**src/rtl/axi_rd_arbiter_if.sv**
```systemverilog
// AXI read-channel bundle (AR + R) used for the requester ports and the shared master port.
interface axi_rd_arbiter_if #(
  parameter int unsigned ADDR_W = 32,
  parameter int unsigned DATA_W = 32,
  parameter int unsigned ID_W   = 4
);
  logic              arvalid;
  logic              arready;
  logic [ID_W-1:0]   arid;
  logic [ADDR_W-1:0] araddr;
  logic [7:0]        arlen;
  logic [2:0]        arsize;
  logic [1:0]        arburst;
  logic              arlock;
  logic [3:0]        arcache;
  logic [2:0]        arprot;
  logic [3:0]        arqos;
  logic [3:0]        arregion;
  logic              rvalid;
  logic              rready;
  logic [ID_W-1:0]   rid;
  logic [DATA_W-1:0] rdata;
  logic [1:0]        rresp;
  logic              rlast;

  // Master issues AR and accepts R; lock/cache/prot/qos/region only exist on the master side.
  modport master (
    output arvalid, arid, araddr, arlen, arsize, arburst,
    output arlock, arcache, arprot, arqos, arregion, rready,
    input  arready, rvalid, rid, rdata, rresp, rlast
  );

  modport slave (
    input  arvalid, arid, araddr, arlen, arsize, arburst, rready,
    output arready, rvalid, rid, rdata, rresp, rlast
  );
endinterface

```
**src/rtl/axi_rd_arbiter.sv**
```systemverilog
// 2:1 AXI read arbiter (port 0 = fetch, port 1 = load/store), one transaction outstanding.
// Define AXI_RD_ARB_RR_EN for round-robin; otherwise port 1 has fixed priority.
module axi_rd_arbiter #(
  parameter int unsigned ADDR_W = 32,
  parameter int unsigned DATA_W = 32,
  parameter int unsigned ID_W   = 4
) (
  input  logic             clk,
  input  logic             rst,
  axi_rd_arbiter_if.slave  s0,
  axi_rd_arbiter_if.slave  s1,
  axi_rd_arbiter_if.master m,
  output logic             busy,
  output logic [1:0]       grant
);

  typedef enum logic [1:0] {IDLE = 2'd0, ADDR = 2'd1, DATA = 2'd2} state_e;

  state_e            state_q, state_d;
  logic [1:0]        grant_q, grant_d;
  logic [ID_W-1:0]   arid_q, arid_d;
  logic [ADDR_W-1:0] araddr_q, araddr_d;
  logic [7:0]        arlen_q, arlen_d;
  logic [2:0]        arsize_q, arsize_d;
  logic [1:0]        arburst_q, arburst_d;
  logic [1:0]        req;
  logic [1:0]        win;
`ifdef AXI_RD_ARB_RR_EN
  logic              rr_ptr_q, rr_ptr_d;
`endif

  // State register
  always_ff @(posedge clk) begin
    if (rst) begin
      state_q   <= IDLE;
      grant_q   <= 2'b00;
      arid_q    <= '0;
      araddr_q  <= '0;
      arlen_q   <= 8'd0;
      arsize_q  <= 3'd0;
      arburst_q <= 2'd0;
`ifdef AXI_RD_ARB_RR_EN
      rr_ptr_q  <= 1'b0;
`endif
    end else begin
      state_q   <= state_d;
      grant_q   <= grant_d;
      arid_q    <= arid_d;
      araddr_q  <= araddr_d;
      arlen_q   <= arlen_d;
      arsize_q  <= arsize_d;
      arburst_q <= arburst_d;
`ifdef AXI_RD_ARB_RR_EN
      rr_ptr_q  <= rr_ptr_d;
`endif
    end
  end

  // Next-state, winner selection and AR payload capture
  always_comb begin
    state_d   = state_q;
    grant_d   = grant_q;
    arid_d    = arid_q;
    araddr_d  = araddr_q;
    arlen_d   = arlen_q;
    arsize_d  = arsize_q;
    arburst_d = arburst_q;
    req       = {s1.arvalid, s0.arvalid};
`ifdef AXI_RD_ARB_RR_EN
    rr_ptr_d  = rr_ptr_q;
    // On contention the port that was not granted last wins.
    if (req == 2'b11) win = rr_ptr_q ? 2'b01 : 2'b10;
    else              win = req;
`else
    win = s1.arvalid ? 2'b10 : {1'b0, s0.arvalid};
`endif

    case (state_q)
      IDLE: begin
        if (|req) begin
          state_d = ADDR;
          grant_d = win;
          if (win[1]) begin
            arid_d    = s1.arid;
            araddr_d  = s1.araddr;
            arlen_d   = s1.arlen;
            arsize_d  = s1.arsize;
            arburst_d = s1.arburst;
          end else begin
            arid_d    = s0.arid;
            araddr_d  = s0.araddr;
            arlen_d   = s0.arlen;
            arsize_d  = s0.arsize;
            arburst_d = s0.arburst;
          end
`ifdef AXI_RD_ARB_RR_EN
          rr_ptr_d = win[1];
`endif
        end
      end
      ADDR: begin
        if (m.arready) state_d = DATA;
      end
      DATA: begin
        if (m.rvalid && m.rready && m.rlast) begin
          state_d = IDLE;
          grant_d = 2'b00;
        end
      end
      default: begin
        state_d = IDLE;
        grant_d = 2'b00;
      end
    endcase
  end

  // Outputs: AR from registers, R routed combinationally to the owner
  always_comb begin
    busy        = (state_q != IDLE);
    grant       = grant_q;
    m.arvalid   = 1'b0;
    m.arid      = arid_q;
    m.araddr    = araddr_q;
    m.arlen     = arlen_q;
    m.arsize    = arsize_q;
    m.arburst   = arburst_q;
    m.arlock    = 1'b0;
    m.arcache   = 4'd0;
    m.arprot    = 3'd0;
    m.arqos     = 4'd0;
    m.arregion  = 4'd0;
    m.rready    = 1'b0;
    s0.arready  = 1'b0;
    s0.rvalid   = 1'b0;
    s0.rid      = ID_W'(0);
    s0.rdata    = DATA_W'(0);
    s0.rresp    = 2'b00;
    s0.rlast    = 1'b0;
    s1.arready  = 1'b0;
    s1.rvalid   = 1'b0;
    s1.rid      = ID_W'(0);
    s1.rdata    = DATA_W'(0);
    s1.rresp    = 2'b00;
    s1.rlast    = 1'b0;

    if (state_q == ADDR) begin
      m.arvalid  = 1'b1;
      s0.arready = grant_q[0] & m.arready;
      s1.arready = grant_q[1] & m.arready;
    end

    if (state_q == DATA) begin
      if (grant_q[0]) begin
        s0.rvalid = m.rvalid;
        s0.rid    = m.rid;
        s0.rdata  = m.rdata;
        s0.rresp  = m.rresp;
        s0.rlast  = m.rlast;
        m.rready  = s0.rready;
      end else if (grant_q[1]) begin
        s1.rvalid = m.rvalid;
        s1.rid    = m.rid;
        s1.rdata  = m.rdata;
        s1.rresp  = m.rresp;
        s1.rlast  = m.rlast;
        m.rready  = s1.rready;
      end
    end
  end

endmodule
```
**src/flat_wrapper.sv**
```systemverilog
// flat-port wrapper written by rule: the top's interface ports become plain ports
module axi_rd_arbiter_flat 
#(
  parameter int unsigned ADDR_W = 32,
  parameter int unsigned DATA_W = 32,
  parameter int unsigned ID_W   = 4
)
  (clk, rst, busy, grant, s0_arvalid, s0_arid, s0_araddr, s0_arlen, s0_arsize, s0_arburst, s0_rready, s0_arready, s0_rvalid, s0_rid, s0_rdata, s0_rresp, s0_rlast, s1_arvalid, s1_arid, s1_araddr, s1_arlen, s1_arsize, s1_arburst, s1_rready, s1_arready, s1_rvalid, s1_rid, s1_rdata, s1_rresp, s1_rlast, m_arvalid, m_arid, m_araddr, m_arlen, m_arsize, m_arburst, m_arlock, m_arcache, m_arprot, m_arqos, m_arregion, m_rready, m_arready, m_rvalid, m_rid, m_rdata, m_rresp, m_rlast);
  axi_rd_arbiter_if #(.ADDR_W(ADDR_W), .DATA_W(DATA_W), .ID_W(ID_W)) s0_i ();
  axi_rd_arbiter_if #(.ADDR_W(ADDR_W), .DATA_W(DATA_W), .ID_W(ID_W)) s1_i ();
  axi_rd_arbiter_if #(.ADDR_W(ADDR_W), .DATA_W(DATA_W), .ID_W(ID_W)) m_i ();
  input  logic clk;
  input  logic rst;
  output logic busy;
  output logic [1:0] grant;
  input wire logic [$bits(s0_i.arvalid)-1:0] s0_arvalid;
  input wire logic [$bits(s0_i.arid)-1:0] s0_arid;
  input wire logic [$bits(s0_i.araddr)-1:0] s0_araddr;
  input wire logic [$bits(s0_i.arlen)-1:0] s0_arlen;
  input wire logic [$bits(s0_i.arsize)-1:0] s0_arsize;
  input wire logic [$bits(s0_i.arburst)-1:0] s0_arburst;
  input wire logic [$bits(s0_i.rready)-1:0] s0_rready;
  output wire logic [$bits(s0_i.arready)-1:0] s0_arready;
  output wire logic [$bits(s0_i.rvalid)-1:0] s0_rvalid;
  output wire logic [$bits(s0_i.rid)-1:0] s0_rid;
  output wire logic [$bits(s0_i.rdata)-1:0] s0_rdata;
  output wire logic [$bits(s0_i.rresp)-1:0] s0_rresp;
  output wire logic [$bits(s0_i.rlast)-1:0] s0_rlast;
  input wire logic [$bits(s1_i.arvalid)-1:0] s1_arvalid;
  input wire logic [$bits(s1_i.arid)-1:0] s1_arid;
  input wire logic [$bits(s1_i.araddr)-1:0] s1_araddr;
  input wire logic [$bits(s1_i.arlen)-1:0] s1_arlen;
  input wire logic [$bits(s1_i.arsize)-1:0] s1_arsize;
  input wire logic [$bits(s1_i.arburst)-1:0] s1_arburst;
  input wire logic [$bits(s1_i.rready)-1:0] s1_rready;
  output wire logic [$bits(s1_i.arready)-1:0] s1_arready;
  output wire logic [$bits(s1_i.rvalid)-1:0] s1_rvalid;
  output wire logic [$bits(s1_i.rid)-1:0] s1_rid;
  output wire logic [$bits(s1_i.rdata)-1:0] s1_rdata;
  output wire logic [$bits(s1_i.rresp)-1:0] s1_rresp;
  output wire logic [$bits(s1_i.rlast)-1:0] s1_rlast;
  output wire logic [$bits(m_i.arvalid)-1:0] m_arvalid;
  output wire logic [$bits(m_i.arid)-1:0] m_arid;
  output wire logic [$bits(m_i.araddr)-1:0] m_araddr;
  output wire logic [$bits(m_i.arlen)-1:0] m_arlen;
  output wire logic [$bits(m_i.arsize)-1:0] m_arsize;
  output wire logic [$bits(m_i.arburst)-1:0] m_arburst;
  output wire logic [$bits(m_i.arlock)-1:0] m_arlock;
  output wire logic [$bits(m_i.arcache)-1:0] m_arcache;
  output wire logic [$bits(m_i.arprot)-1:0] m_arprot;
  output wire logic [$bits(m_i.arqos)-1:0] m_arqos;
  output wire logic [$bits(m_i.arregion)-1:0] m_arregion;
  output wire logic [$bits(m_i.rready)-1:0] m_rready;
  input wire logic [$bits(m_i.arready)-1:0] m_arready;
  input wire logic [$bits(m_i.rvalid)-1:0] m_rvalid;
  input wire logic [$bits(m_i.rid)-1:0] m_rid;
  input wire logic [$bits(m_i.rdata)-1:0] m_rdata;
  input wire logic [$bits(m_i.rresp)-1:0] m_rresp;
  input wire logic [$bits(m_i.rlast)-1:0] m_rlast;
  assign s0_i.arvalid = s0_arvalid;
  assign s0_i.arid = s0_arid;
  assign s0_i.araddr = s0_araddr;
  assign s0_i.arlen = s0_arlen;
  assign s0_i.arsize = s0_arsize;
  assign s0_i.arburst = s0_arburst;
  assign s0_i.rready = s0_rready;
  assign s0_arready = s0_i.arready;
  assign s0_rvalid = s0_i.rvalid;
  assign s0_rid = s0_i.rid;
  assign s0_rdata = s0_i.rdata;
  assign s0_rresp = s0_i.rresp;
  assign s0_rlast = s0_i.rlast;
  assign s1_i.arvalid = s1_arvalid;
  assign s1_i.arid = s1_arid;
  assign s1_i.araddr = s1_araddr;
  assign s1_i.arlen = s1_arlen;
  assign s1_i.arsize = s1_arsize;
  assign s1_i.arburst = s1_arburst;
  assign s1_i.rready = s1_rready;
  assign s1_arready = s1_i.arready;
  assign s1_rvalid = s1_i.rvalid;
  assign s1_rid = s1_i.rid;
  assign s1_rdata = s1_i.rdata;
  assign s1_rresp = s1_i.rresp;
  assign s1_rlast = s1_i.rlast;
  assign m_arvalid = m_i.arvalid;
  assign m_arid = m_i.arid;
  assign m_araddr = m_i.araddr;
  assign m_arlen = m_i.arlen;
  assign m_arsize = m_i.arsize;
  assign m_arburst = m_i.arburst;
  assign m_arlock = m_i.arlock;
  assign m_arcache = m_i.arcache;
  assign m_arprot = m_i.arprot;
  assign m_arqos = m_i.arqos;
  assign m_arregion = m_i.arregion;
  assign m_rready = m_i.rready;
  assign m_i.arready = m_arready;
  assign m_i.rvalid = m_rvalid;
  assign m_i.rid = m_rid;
  assign m_i.rdata = m_rdata;
  assign m_i.rresp = m_rresp;
  assign m_i.rlast = m_rlast;
  axi_rd_arbiter #(.ADDR_W(ADDR_W), .DATA_W(DATA_W), .ID_W(ID_W)) u_core (.clk(clk), .rst(rst), .s0(s0_i), .s1(s1_i), .m(m_i), .busy(busy), .grant(grant));
endmodule
```
**config.mk**
```make
export PLATFORM = sky130hd
export DESIGN_NAME = axi_rd_arbiter_flat
export DESIGN_NICKNAME = d
export VERILOG_FILES = /design/src/rtl/axi_rd_arbiter_if.sv /design/src/rtl/axi_rd_arbiter.sv /design/src/flat_wrapper.sv
export SDC_FILE = /design/constraint.sdc
export NUM_CORES = 1
export LEC_CHECK = 0
export BUFFER_PORTS_ARGS = -buffer_cell sky130_fd_sc_hd__buf_2
export CAP_MARGIN = 15
export CORE_AREA = 5 5 113 115
export DETAILED_ROUTE_END_ITERATION = 6
export DIE_AREA = 0 0 118 120
export PLACE_DENSITY = 0.66
export SLEW_MARGIN = 15
export SYNTH_ARGS = -nofsm -noshare
export SYNTH_HDL_FRONTEND = slang
export SYNTH_SLANG_ARGS = --single-unit
```
**constraint.sdc**
```tcl
create_clock -name clk -period 1.53 [get_ports clk]
set_input_delay 0.306 -clock clk [delete_from_list [all_inputs] [get_ports clk]]
set_output_delay 0.306 -clock clk [all_outputs]
set_load 0.02 [all_outputs]
```
==> out/metrics.cfg <==
[critical_path]
cp_slowest_cell=dfxtp_2
worstPathCellList=nand2b_4 -> nor3_4 -> buf_6 -> buf_12 -> and2_4 -> buf_8
r2r_end=u_core.m.araddr[0]$_SDFFE_PP0P_
required_ns=1.22
r2r_cells=6
arrival_ns=1.58
crit_end=s1_rdata[10]
start_kind=flip-flop
crit_start=u_core.state_q[0]$_SDFFE_PP0P_
cpPeakStageDelay_ns=0.33
crit_buf_inv=3
end_kind=output pin
worstSetupPathDepth=6
rrSetupSlack_ns=0.06
path_delay_family=simple AND/OR/NAND/NOR gates
cp_max_fo=16
r2r-start=u_core.state_q[1]$_SDFFE_PP0P_
critPathKind=flip-flop to output pin

[floorplan]
die_area_sq_um=14200
die_h_um=120
ios=297
coreArea_sq_um=11700
fp.dieW_um=118
initial_core_util_pct=27.4
rows=40

[timing]
final_hold_viol_count=0
setup_ws_ns=-0.358
skew_ns=0.00792
timing.final.crit_share_pct=123
fin_tns_setup_ns=-25.41
setup_viol=84
timing.fmax_mhz=530
rsz0062_at_grt=true
fin_crit_ns=1.89
slew_violations=0
whs_ns=0.341

[routing]
antenna_left=0
wl_per_cell_um=19.3
viasPerCell=4.89
wl_mm=15.6
firstDrtPassIters=4
drtIter0Drc=149
drc=0
vias=3961

[clock_network]
cts_buffers=5
cts_tree=yes
ctsHoldBuffers=0
clock_latency_ns=0.30
cts_root_buf=clkbuf_16
cts_htree_levels=2
clock_sinks=53
clk_pin_slew_ns=0.08
cts.path.max_buffers=2

[synthesis]
synth_top_family_by_area=compound AO/OA/AOI/OAI gates
yosysWarnings=0
synthMuxAreaShare_pct=15.6
synth_compound_area_share_pct=22.6
ys_ff_latch=53
syn_inst=369
yosys.area.top_type_share_pct=33.1
synth_fa_ha_area_share_pct=0
synthSimpleGateAreaFrac_pct=19.1
synth_top_area_cell=dfxtp_1
synth_xor_area_share_pct=0
synth_area_leaders=dfxtp_1 (33%), and2_1 (16%), mux2i_1 (16%), a211oi_1 (9.1%), a21oi_1 (8.1%)
syn_area_sq_um=3200
syn_area_per_cell_sq_um=8.68
yosysSeqAreaShare_pct=33.1
synth_cell_types=30

[hold_path]
hold_class=primary input to flip-flop

[final_layout]
final_common_cell=buf_2
area_growth_pct=85.8
layout-drive-gt1-share_pct=65.5
design_area_sq_um=5950
nets=804
final_cell_mix=buf_2 (195), buf_6 (96), and2_4 (56), a21oi_1 (51)

[outcome]
violations=setup timing
status=finished with violations

[power_and_ir_drop]
power.density_nw_per_um2=757
pwr-share-comb_pct=35.9
power.internal_mw=2.96
leakage_nw=3.03
ir_drop_uv=561
switching_share_pct=34.3
finalPower_mw=4.51
p_switching_mw=1.55
pwr-share-seq_pct=36.7
power.share.clock_pct=27.4

[placement]
portBuffers=280
hpwlAfterDp_mm=11.3
place_area_sq_um=4840
place.gp.congestion=0.823
pre_cts_ws_ns=-0.0829

[global_routing]
grt_usage_pct=19.6
overflow=0
grt_max_degree=51
grt_pass1_vias=4112
antenna_found_initial=6
grt_pass1_wl_mm=22.2

[run]
drv_cap=0

[power groups by stage]
stage / Clock (mW) / Combinational, mW / Sequential [mW]
final: 1.24 / 1.62 / 1.66
after global routing: 1.31 / 1.74 / 1.68
after CTS: 1.27 / 1.55 / 1.66
after detailed placement: 0 / 1.44 / 1.68
after global placement: 0 / 1.41 / 1.68
after floorplan: 0 / 0.669 / 1.89
[worst reg2reg max path, delay by kind of cell, from the launching register on]
family          cells  cell delay (ns)
buf+inv             3             0.54
compound gates      1             0.10
simple gates        2             0.35
flops               1             0.36
[flip-flops by register name (all words and copies together) (netlist names)]
signal,cells
u_core.m.araddr,32
u_core.state_q,2
u_core.grant,2
u_core.m.arsize,3
u_core.m.arlen,8
u_core.m.arid,4
u_core.m.arburst,2
[cell families (layout without fill, tap and decap cells)]
group | after synthesis | after routing
AO/OA/AOI/OAI | 107 | 107
AND/OR/NAND/NOR | 99 | 99
buffers and inverters | 59 | 335
flip-flops | 53 | 53
multiplexers | 50 | 50
other | 1 | 19
[Yosys cell counts (all sizes together)]
master and instances:
clkbuf 27, nand3 1, o221ai 1, nand2 2, or2 1, and3b 2
buf 27, nand2b 1, nor2 4, a211oi 49, nand3b 1, nor3 1
o22a 1, nor2b 2, o31ai 1, a22oi 1, and2 82, o31a 1
nor4bb 1, inv 5, o21ai 1, dfxtp 53, a21oi 52, conb 1
mux2i 50, and3 1
[metal layers]
layer | vias up | track usage [%] | part of all wire (%) | wire, um
met5 | - | 0 | 0.12 | 19
met4 | 4 | 7.74 | 2.9 | 460
met3 | 29 | 6.08 | 10 | 1620
met2 | 238 | 34.1 | 50 | 7870
met1 | 1836 | 22.5 | 36 | 5670
li1 | 1854 | - | - | -
[worst min-delay path by stage]
stage                                          from                              end  slack [ns]  cells past startpoint
floorplan                                  m_rvalid   u_core.state_q[1]$_SDFFE_PP0P_        0.49                      2
global placement     u_core.m.arlen[6]$_SDFFE_PP0P_   u_core.m.arlen[6]$_SDFFE_PP0P_        0.50                      2
detailed placement  u_core.m.araddr[2]$_SDFFE_PP0P_  u_core.m.araddr[2]$_SDFFE_PP0P_        0.51                      2
CTS                                    s0_araddr[2]  u_core.m.araddr[2]$_SDFFE_PP0P_        0.34                      3
global route                           s0_araddr[3]  u_core.m.araddr[3]$_SDFFE_PP0P_        0.36                      3
finish                                          rst  u_core.m.araddr[9]$_SDFFE_PP0P_        0.34                      2
[what timing repair did]
action / in CTS / in global routing
setup endpoints to repair: 85 / 105
pin swaps: 17 / 10
setup buffers: 13 / 3
cloned: 1 / 4
hold endpoints to repair: 0 / 0
gates resized for setup: 217 / 43
[cell type report]
| class | count | area [sq um] |
|---|---|---|
| Antenna cell | 3 | 7.51 |
| Timing Repair Buffer | 322 | 2390 |
| Clock buffer | 7 | 153 |
| Inverter | 5 | 18.8 |
| Clock inverter | 1 | 8.76 |
| Sequential cell | 53 | 1070 |
| Tap cell | 147 | 184 |
| Multi-Input combinational cell | 272 | 2120 |
| Fill cell | 1050 | 5760 |
[through the flow]
| step | cells | util, % |
|---|---|---|
| 2_1_floorplan | 384 | - |
| 6_report | 810 | 50.8 |
| 5_1_grt | 807 | 50.8 |
| 3_3_place_gp | 780 | 41.3 |
| 3_5_place_dp | 780 | 41.3 |
| 4_1_cts | 801 | 49.3 |
(Power assumes the default switching activity.)
